--- src/rtl/game_status_tx.sv ---
// UART transmitter for game status frames (FPGA -> MCU), 8N1, LSB first.
// Frame: HEADER, {Break, flag, Clear, 0, score}, seq, 8-bit checksum of the first three.
module game_status_tx #(
   parameter int         BAUD_DIV = 5208,
   parameter logic [7:0] HEADER   = 8'hA5
) (
   input  logic       clk,
   input  logic       rst_n,
   input  logic [3:0] score,
   input  logic       Break,
   input  logic       flag,
   input  logic       Clear,
   output logic       tx,
   output logic       tx_busy,
   output logic       frame_done,
   output logic [1:0] dbg_state
);

   // BAUD_DIV must be at least 4 for the bit timing to be meaningful.
   localparam int            CW       = (BAUD_DIV > 1) ? $clog2(BAUD_DIV) : 1;
   localparam logic [CW-1:0] BIT_LAST = CW'(BAUD_DIV - 1);

   typedef enum logic [1:0] {
      IDLE  = 2'd0,
      START = 2'd1,
      DATA  = 2'd2,
      STOP  = 2'd3
   } state_e;

   state_e          state_q, state_d;
   logic [CW-1:0]   bit_cnt_q, bit_cnt_d;
   logic [2:0]      bit_idx_q, bit_idx_d;
   logic [1:0]      byte_idx_q, byte_idx_d;
   logic [3:0][7:0] frame_q, frame_d;
   logic [7:0]      seq_q, seq_d;
   logic            pending_q, pending_d;
   logic [3:0]      score_q, score_d;
   logic            Break_q, Break_d;
   logic            Clear_q, Clear_d;
   logic            tx_q, tx_d;
   logic            busy_q, busy_d;
   logic            done_q, done_d;

   logic            evt;
   logic            bit_end;
   logic            start_frame;
   logic [7:0]      byte1_now;
   logic [7:0]      csum_now;
   logic [7:0]      cur_byte;
   logic [2:0]      bit_nx;

   // Score changes in either direction; Break and Clear only on their rising edge.
   assign evt         = (score != score_q) | (Break & ~Break_q) | (Clear & ~Clear_q);
   assign bit_end     = (bit_cnt_q == BIT_LAST);
   assign start_frame = evt | pending_q;
   assign byte1_now   = {Break, flag, Clear, 1'b0, score};
   assign csum_now    = HEADER + byte1_now + seq_q;
   assign cur_byte    = frame_q[byte_idx_q];
   assign bit_nx      = bit_idx_q + 3'd1;

   // State register and all datapath registers.
   always_ff @(posedge clk) begin
      if (!rst_n) begin
         state_q    <= IDLE;
         bit_cnt_q  <= '0;
         bit_idx_q  <= '0;
         byte_idx_q <= '0;
         frame_q    <= '0;
         seq_q      <= '0;
         pending_q  <= 1'b0;
         score_q    <= '0;
         Break_q    <= 1'b0;
         Clear_q    <= 1'b0;
         tx_q       <= 1'b1;
         busy_q     <= 1'b0;
         done_q     <= 1'b0;
      end else begin
         state_q    <= state_d;
         bit_cnt_q  <= bit_cnt_d;
         bit_idx_q  <= bit_idx_d;
         byte_idx_q <= byte_idx_d;
         frame_q    <= frame_d;
         seq_q      <= seq_d;
         pending_q  <= pending_d;
         score_q    <= score_d;
         Break_q    <= Break_d;
         Clear_q    <= Clear_d;
         tx_q       <= tx_d;
         busy_q     <= busy_d;
         done_q     <= done_d;
      end
   end

   // Next-state logic.
   always_comb begin
      state_d = state_q;
      unique case (state_q)
         IDLE:    if (start_frame) state_d = START;
         START:   if (bit_end) state_d = DATA;
         DATA:    if (bit_end && (bit_idx_q == 3'd7)) state_d = STOP;
         STOP:    if (bit_end) state_d = (byte_idx_q == 2'd3) ? IDLE : START;
         default: state_d = IDLE;
      endcase
   end

   // Output and datapath next values.
   always_comb begin
      bit_cnt_d  = (state_q == IDLE || bit_end) ? '0 : bit_cnt_q + CW'(1);
      bit_idx_d  = bit_idx_q;
      byte_idx_d = byte_idx_q;
      frame_d    = frame_q;
      seq_d      = seq_q;
      pending_d  = pending_q;
      score_d    = score;
      Break_d    = Break;
      Clear_d    = Clear;
      tx_d       = tx_q;
      busy_d     = busy_q;
      done_d     = 1'b0;

      unique case (state_q)
         IDLE: begin
            if (start_frame) begin
               frame_d    = {csum_now, seq_q, byte1_now, HEADER};
               byte_idx_d = 2'd0;
               bit_idx_d  = 3'd0;
               tx_d       = 1'b0;
               busy_d     = 1'b1;
               pending_d  = 1'b0;
            end
         end
         START: begin
            pending_d = pending_q | evt;
            if (bit_end) begin
               bit_idx_d = 3'd0;
               tx_d      = cur_byte[0];
            end
         end
         DATA: begin
            pending_d = pending_q | evt;
            if (bit_end) begin
               if (bit_idx_q == 3'd7) begin
                  tx_d = 1'b1;
               end else begin
                  bit_idx_d = bit_nx;
                  tx_d      = cur_byte[bit_nx];
               end
            end
         end
         STOP: begin
            // An event on the final edge still lands in pending; the follow-up starts next edge.
            pending_d = pending_q | evt;
            if (bit_end) begin
               if (byte_idx_q == 2'd3) begin
                  busy_d = 1'b0;
                  done_d = 1'b1;
                  seq_d  = seq_q + 8'd1;
               end else begin
                  byte_idx_d = byte_idx_q + 2'd1;
                  tx_d       = 1'b0;
               end
            end
         end
         default: begin
            tx_d   = 1'b1;
            busy_d = 1'b0;
         end
      endcase
   end

   assign tx         = tx_q;
   assign tx_busy    = busy_q;
   assign frame_done = done_q;
   assign dbg_state  = state_q;

endmodule

--- config.mk ---
export PLATFORM = sky130hd
export DESIGN_NAME = game_status_tx
export DESIGN_NICKNAME = d
export VERILOG_FILES = /design/src/rtl/game_status_tx.sv
export SDC_FILE = /design/constraint.sdc
export NUM_CORES = 1
export LEC_CHECK = 0
export BUFFER_PORTS_ARGS = -buffer_cell sky130_fd_sc_hd__buf_2
export CAP_MARGIN = 15
export CORE_ASPECT_RATIO = 1.75
export CORE_MARGIN = 2
export CORE_UTILIZATION = 44
export CTS_CLUSTER_DIAMETER = 30
export DETAILED_ROUTE_END_ITERATION = 8
export SLEW_MARGIN = 30
export SYNTH_ARGS = -nofsm -noshare
export SYNTH_HDL_FRONTEND = slang
export SYNTH_SLANG_ARGS = --single-unit
--- constraint.sdc ---
create_clock -name clk -period 2.8 [get_ports clk]
set_input_delay 0.14 -clock clk [delete_from_list [all_inputs] [get_ports clk]]
set_output_delay 0.14 -clock clk [all_outputs]
set_load 0.1 [all_outputs]
; ---- Word-level counts from Yosys, hierarchy flattened
; Cells that the tools add are included.
[word_totals]
ff_bits = 62
in_bits = 9
out_inout_bits = 5
wordCells = 94
[op_classes]
addsub = 6
magnitude_cmp = 2
eq_ne = 15
n_mux = 32
bitwise = 8
reduce_logical = 15
[ops]
columns = op, count
row1 = $bmux 8 s2, 1
row2 = $ne 2x2->1 const B, 8
row3 = $mux 2, 7
row4 = $add 13x1->13 const B, 1
row5 = $eq 13x13->1 const B, 1
row6 = $mux 1, 12
row7 = $mux 3, 4
row8 = $reduce_and 4->1, 3
row9 = $reduce_and 5->1, 2
row10 = $pmux 3 s3, 1
row11 = $add 8x1->8 const B, 1
row12 = $add 8x8->8, 1
row13 = $add 8x8->8 const A, 1
row14 = $mux 8, 1
row15 = $pmux 2 s4, 1
row16 = $eq 2x2->1 const B, 3
row17 = $reduce_and 3->1, 2
row18 = $lt 3x4->1 const B, 1
row19 = $ne 4x4->1, 1
row20 = $pmux 1 s2, 2
row21 = $pmux 1 s4, 1
row22 = $pmux 2 s2, 1
row23 = $add 3x1->3 const B, 1
row24 = $bmux 1 s3, 1
row25 = other kinds (15), 20

; ---- Depth between registers and ports, before layout
[logic_depth]
depth_word = 7
ltp_mapped = 10
mapped_depth_nobuf = 10

; ---- Worst setup path before layout
; No wires, ideal clock.
[synth_timing]
kind = reg-to-reg
start = register state_q[0], in the netlist dbg_state[0]
end = register tx_q, in the netlist tx
setup_time_ns = 0.122
t_arrival_ns = 2.682
required_time_ns = 2.678
setup_slack_ns = -0.004
path_stages_with_launch = 7
n_path_buf = 1
period_less_slack_ns = 2.804
path_cell_list = dfxtp_1 > inv_1 > ha_1 > clkbuf_1 > a22o_1 > or4_1 > a221o_1
[synth_via]
elab_chain_len = 3
elab_cells_between_ends = 11
cone_classes = 8 x eq/ne / 1 x mux / 2 x reduce/logical
[synth_rtl]
columns = item, line
row1 = from (decl), 30  ; state_e state_q, state_d;
row2 = from (signal assigned), 78  ; state_q <= state_d;
row3 = "$eq 2x2->1, or another cell as far along", 121  ; unique case (state_q)
row4 = $ne 2x2->1 (no line), n/a
row5 = $reduce_and 5->1 (no line), n/a
row6 = to (signal assigned), 88  ; tx_q <= tx_d;
row7 = to (decl), 40  ; logic tx_q, tx_d;
; Parallel ways exist; a longest one is shown, timed or not.
; A chain may end at the register's enable or synchronous reset.

; ---- Worst setup path after layout
[layout_timing]
start = register seq_q[1]
end = register frame_q[31] in the netlist's numbering
[layout_via]
elab_chain_len = 1
[layout_rtl]
columns = item, line
row1 = from (decl), 35  ; logic [7:0] seq_q, seq_d;
row2 = from (signal assigned), 83  ; seq_q <= seq_d;
row3 = $add 8x8->8, 57  ; assign csum_now = HEADER + byte1_now + seq_q;
row4 = to (signal assigned), 82  ; frame_q <= frame_d;
row5 = to (decl), 34  ; logic [3:0][7:0] frame_q, frame_d;
; Every way passes these cells.

==> results by group <==
Global routing
  – Largest net degree at the start of global routing: 45
  – Initial antenna violation count: 0
  – Global-route wire length before repair: 11,400 um
  – GRT Util Overall: 20.0%
  – Grt ovf: 0
  – Vias in the first global route: 2,349

Worst setup path
  – Worst path max stage delay: 0.41 ns
  – CP delay by family, top: adder cells
  – WP data arrival: 2.71 ns
  – Crit-path slowest cell: dfxtp_1
  – Crit path buffers/inverters: 0
  – Most frequent cell on the critical path: ha_1
  – Setup crit end kind: flop
  – Crit path cell chain: ha_1 -> ha_1 -> fa_1 -> a21o_1 -> a21oi_1 -> nor3b_1 -> or3_1 -> a311oi_1
  – Kind of critical path: reg -> reg
  – CP required: 3.04 ns
  – CP max FO: 6
  – Startpoint types: flop

Yosys
  – Synth top area share: 38.8%
  – Mapped cell area: 3200 um^2
  – Ys flop type: dfxtp_1
  – Synth Instances: 345
  – Post-synth ARST share: 0%
  – Avg Cell Area, Syn: 9.28 um^2
  – Area leader, netlist: dfxtp_1
  – Post-synthesis sequential area ratio: 38.7%
  – Distinct cell type count after synthesis: 57
  – Synth top area cells: dfxtp_1 39%, ha_1 7.8%, mux2i_1 6.9%
  – Flops & latches, synth: 62
  – Synth Net Count: 375
  – Synth Warn #: 0
  – EDFF count, synth: 0

Drt
  – Drt wl/cell: 16.0 um
  – Met1 wire length: 2840 um
  – # DRC: 0
  – Final antenna-violating net count: 0
  – Met3 wire len: 213 um
  – First-pass detailed-route iteration total: 4
  – Met2 routed WL: 3720 um
  – Highest metal used: met4
  – Vias/cell: 5.52
  – Via count: 2,477
  – Final wirelength: 7190 um
  – Initial DRC count: 184

STA
  – Setup violators final: 0
  – Final setup TNS: 0 ns
  – Measured slew at the worst slew-check pin: 0.667 ns
  – Final Skew: 0.00407 ns
  – Final slew viol count: 0
  – Final worst-path cycle share: 88.2%
  – Max-Slew Margin vs Limit: 55.5%
  – Fmax: 405 MHz
  – Post-route minimum period: 2.47 ns
  – Final hold vios: 0
  – RSZ-0062 raised after global routing: false

Layout
  – P&R area growth vs syn: 14.0%
  – Final Net Count: 388
  – Fin util: 51.2%
  – Antenna Cells: 0
  – Share of cells above drive strength 1: 14.3%
  – Layout fillers: 687

Place
  – Port Buffers: 13
  – RD Place Congestion: 0.781
  – HPWL after DPL: 5380 um

Clock network
  – Cts repair resizes: 0
  – Clk Latency, worst-skew pair: 0.33 ns
  – Post-CTS setup buffer count: 0
  – CTS Hold Bufs: 0
  – CTS tree: built
  – Clk root buf: clkbuf_16
  – H-Tree Depth: 3
  – Clock Sinks: 62
  – Longest Clk Path Bufs: 2
  – CTS buffer count: 9
  – Clk pin slew, worst setup/hold paths: 0.05 ns

Floorplanning
  – Die Area: 8010 um^2
  – Die Span X: 68.5 um
  – Die height: 117 um
  – Row cnt: 41
  – Initial Util: 44.9%
  – Placeable core region: 7130 um^2
  – Top Ports: 14

Worst hold path
  – Hold Crit Class: in -> reg

Outcome
  – Status: complete, no violations

Pwr
  – Peak VDD IR: 349 uV
  – Leak Pwr: 0.00149 uW
  – Pwr Density: 859 nW/um^2

Flow run
  – Max cap viols: 0
-- worst register-to-register path, cell delays in order (launching register included) --
cell and delay [ns]:
dfxtp_1 0.41, ha_1 0.27, ha_1 0.23, fa_1 0.41, a21o_1 0.18, a21oi_1 0.22
nor3b_1 0.09, or3_1 0.34, a311oi_1 0.24
-- cell type report --
type / instances / area (um^2) / share of cell area, %
timing repair buffer: 19 / 110 / 3.01
clock inverter: 6 / 62.6 / 1.71
sequential: 62 / 1240 / 34.0
multi-input combinational: 246 / 1830 / 50.0
inverter: 20 / 75.1 / 2.06
tap: 86 / 108 / 2.95
clock buffer: 10 / 229 / 6.27
-- cells in the mapped netlist, types with 2 or more instances --
cell type  instances
or3_1              4
a221oi_1           3
a2111oi_0          2
nand2_1           10
nor4_1             4
nand3b_1           2
mux2_2             3
mux4_2             2
mux2i_1           22
a21oi_1           11
dfxtp_1           62
xnor2_1           12
o41ai_2            2
buf_2              4
ha_1              20
nand2b_1           3
nand3_1            4
nor2b_1            5
a311oi_1           3
and2_1             4
nor2_1            55
nand4_1           12
nor4_2             3
a21boi_0           2
o21ai_0            9
a21o_1             4
clkbuf_1          10
buf_1              2
a211oi_1           6
or2_2              2
xor2_1            12
nor3_1             2
o21bai_1           2
inv_1             19
-- stage by stage --
| stage | total power, uW | setup slack, ns | cell area [um^2] | hold slack (ns) | std cells |
|---|---|---|---|---|---|
| floorplan | 1860 | 0.169 | 3200 | 0.262 | 345 |
| global placement | 2090 | 0.395 | 3360 | 0.413 | 433 |
| detailed placement | 2090 | 0.359 | 3360 | 0.414 | 433 |
| CTS | 3180 | 0.344 | 3650 | 0.0808 | 449 |
| global route | 3300 | 0.144 | 3650 | 0.0910 | 449 |
| finish | 3140 | 0.331 | 3650 | 0.0826 | 449 |
-- power by group --
group / internal, uW / switching [uW]
registers: 992 / 75.2
logic: 382 / 613
clock network: 684 / 392
total: 2060 / 1080
-- sequential cells by signal, indices dropped and copies added, names as in the netlist --
name        flops
Break_q         1
Clear_q         1
bit_cnt_q      13
bit_idx_q       3
byte_idx_q      2
dbg_state       2
frame_done      1
frame_q        24
pending_q       1
score_q         4
seq_q           8
tx              1
tx_busy         1
-- final timing paths --
check | cells past startpoint | from | slack [ns] | to
setup reg to reg | 8 | seq_q[1] | 0.33 | frame_q[31]
hold reg to reg | 1 | bit_cnt_q[0] | 0.45 | bit_cnt_q[0]
hold / removal | 2 | score[1] | 0.08 | score_q[1]
setup / recovery | 8 | seq_q[1] | 0.33 | frame_q[31]
-- layout by cell type (no fill, tap or decap), types with 10 or more instances in the layout --
cell type | synthesis | final
nor2_1 | 55 | 55
ha_1 | 20 | 20
buf_2 | 4 | 13
a21oi_1 | 11 | 11
xor2_1 | 12 | 12
nand4_1 | 12 | 12
inv_1 | 19 | 19
xnor2_1 | 12 | 12
dfxtp_1 | 62 | 61
nand2_1 | 10 | 10
mux2i_1 | 22 | 22
-- metal layers --
metal  vias to the layer above  track usage (%)
met5                         -                0
met1                      1165             20.6
met3                        25             5.07
met4                         0             13.9
met2                        43             34.0
li1                       1244                -
-- cells by family (layout without fill, tap and decap cells) --
logic type                 Yosys count  count (layout)  synth area share, %
buffers and inverters               37              55                 4.73
adders and majority gates           21              21                 8.44
and+or+nand+nor                    118             118                 19.1
muxes                               28              28                 9.69
DFF                                 62              62                 38.7
AOI/OAI and AO/OA                   55              55                 12.7
xor gates and xnor gates            24              24                 6.56
(Power assumes the default switching activity.)
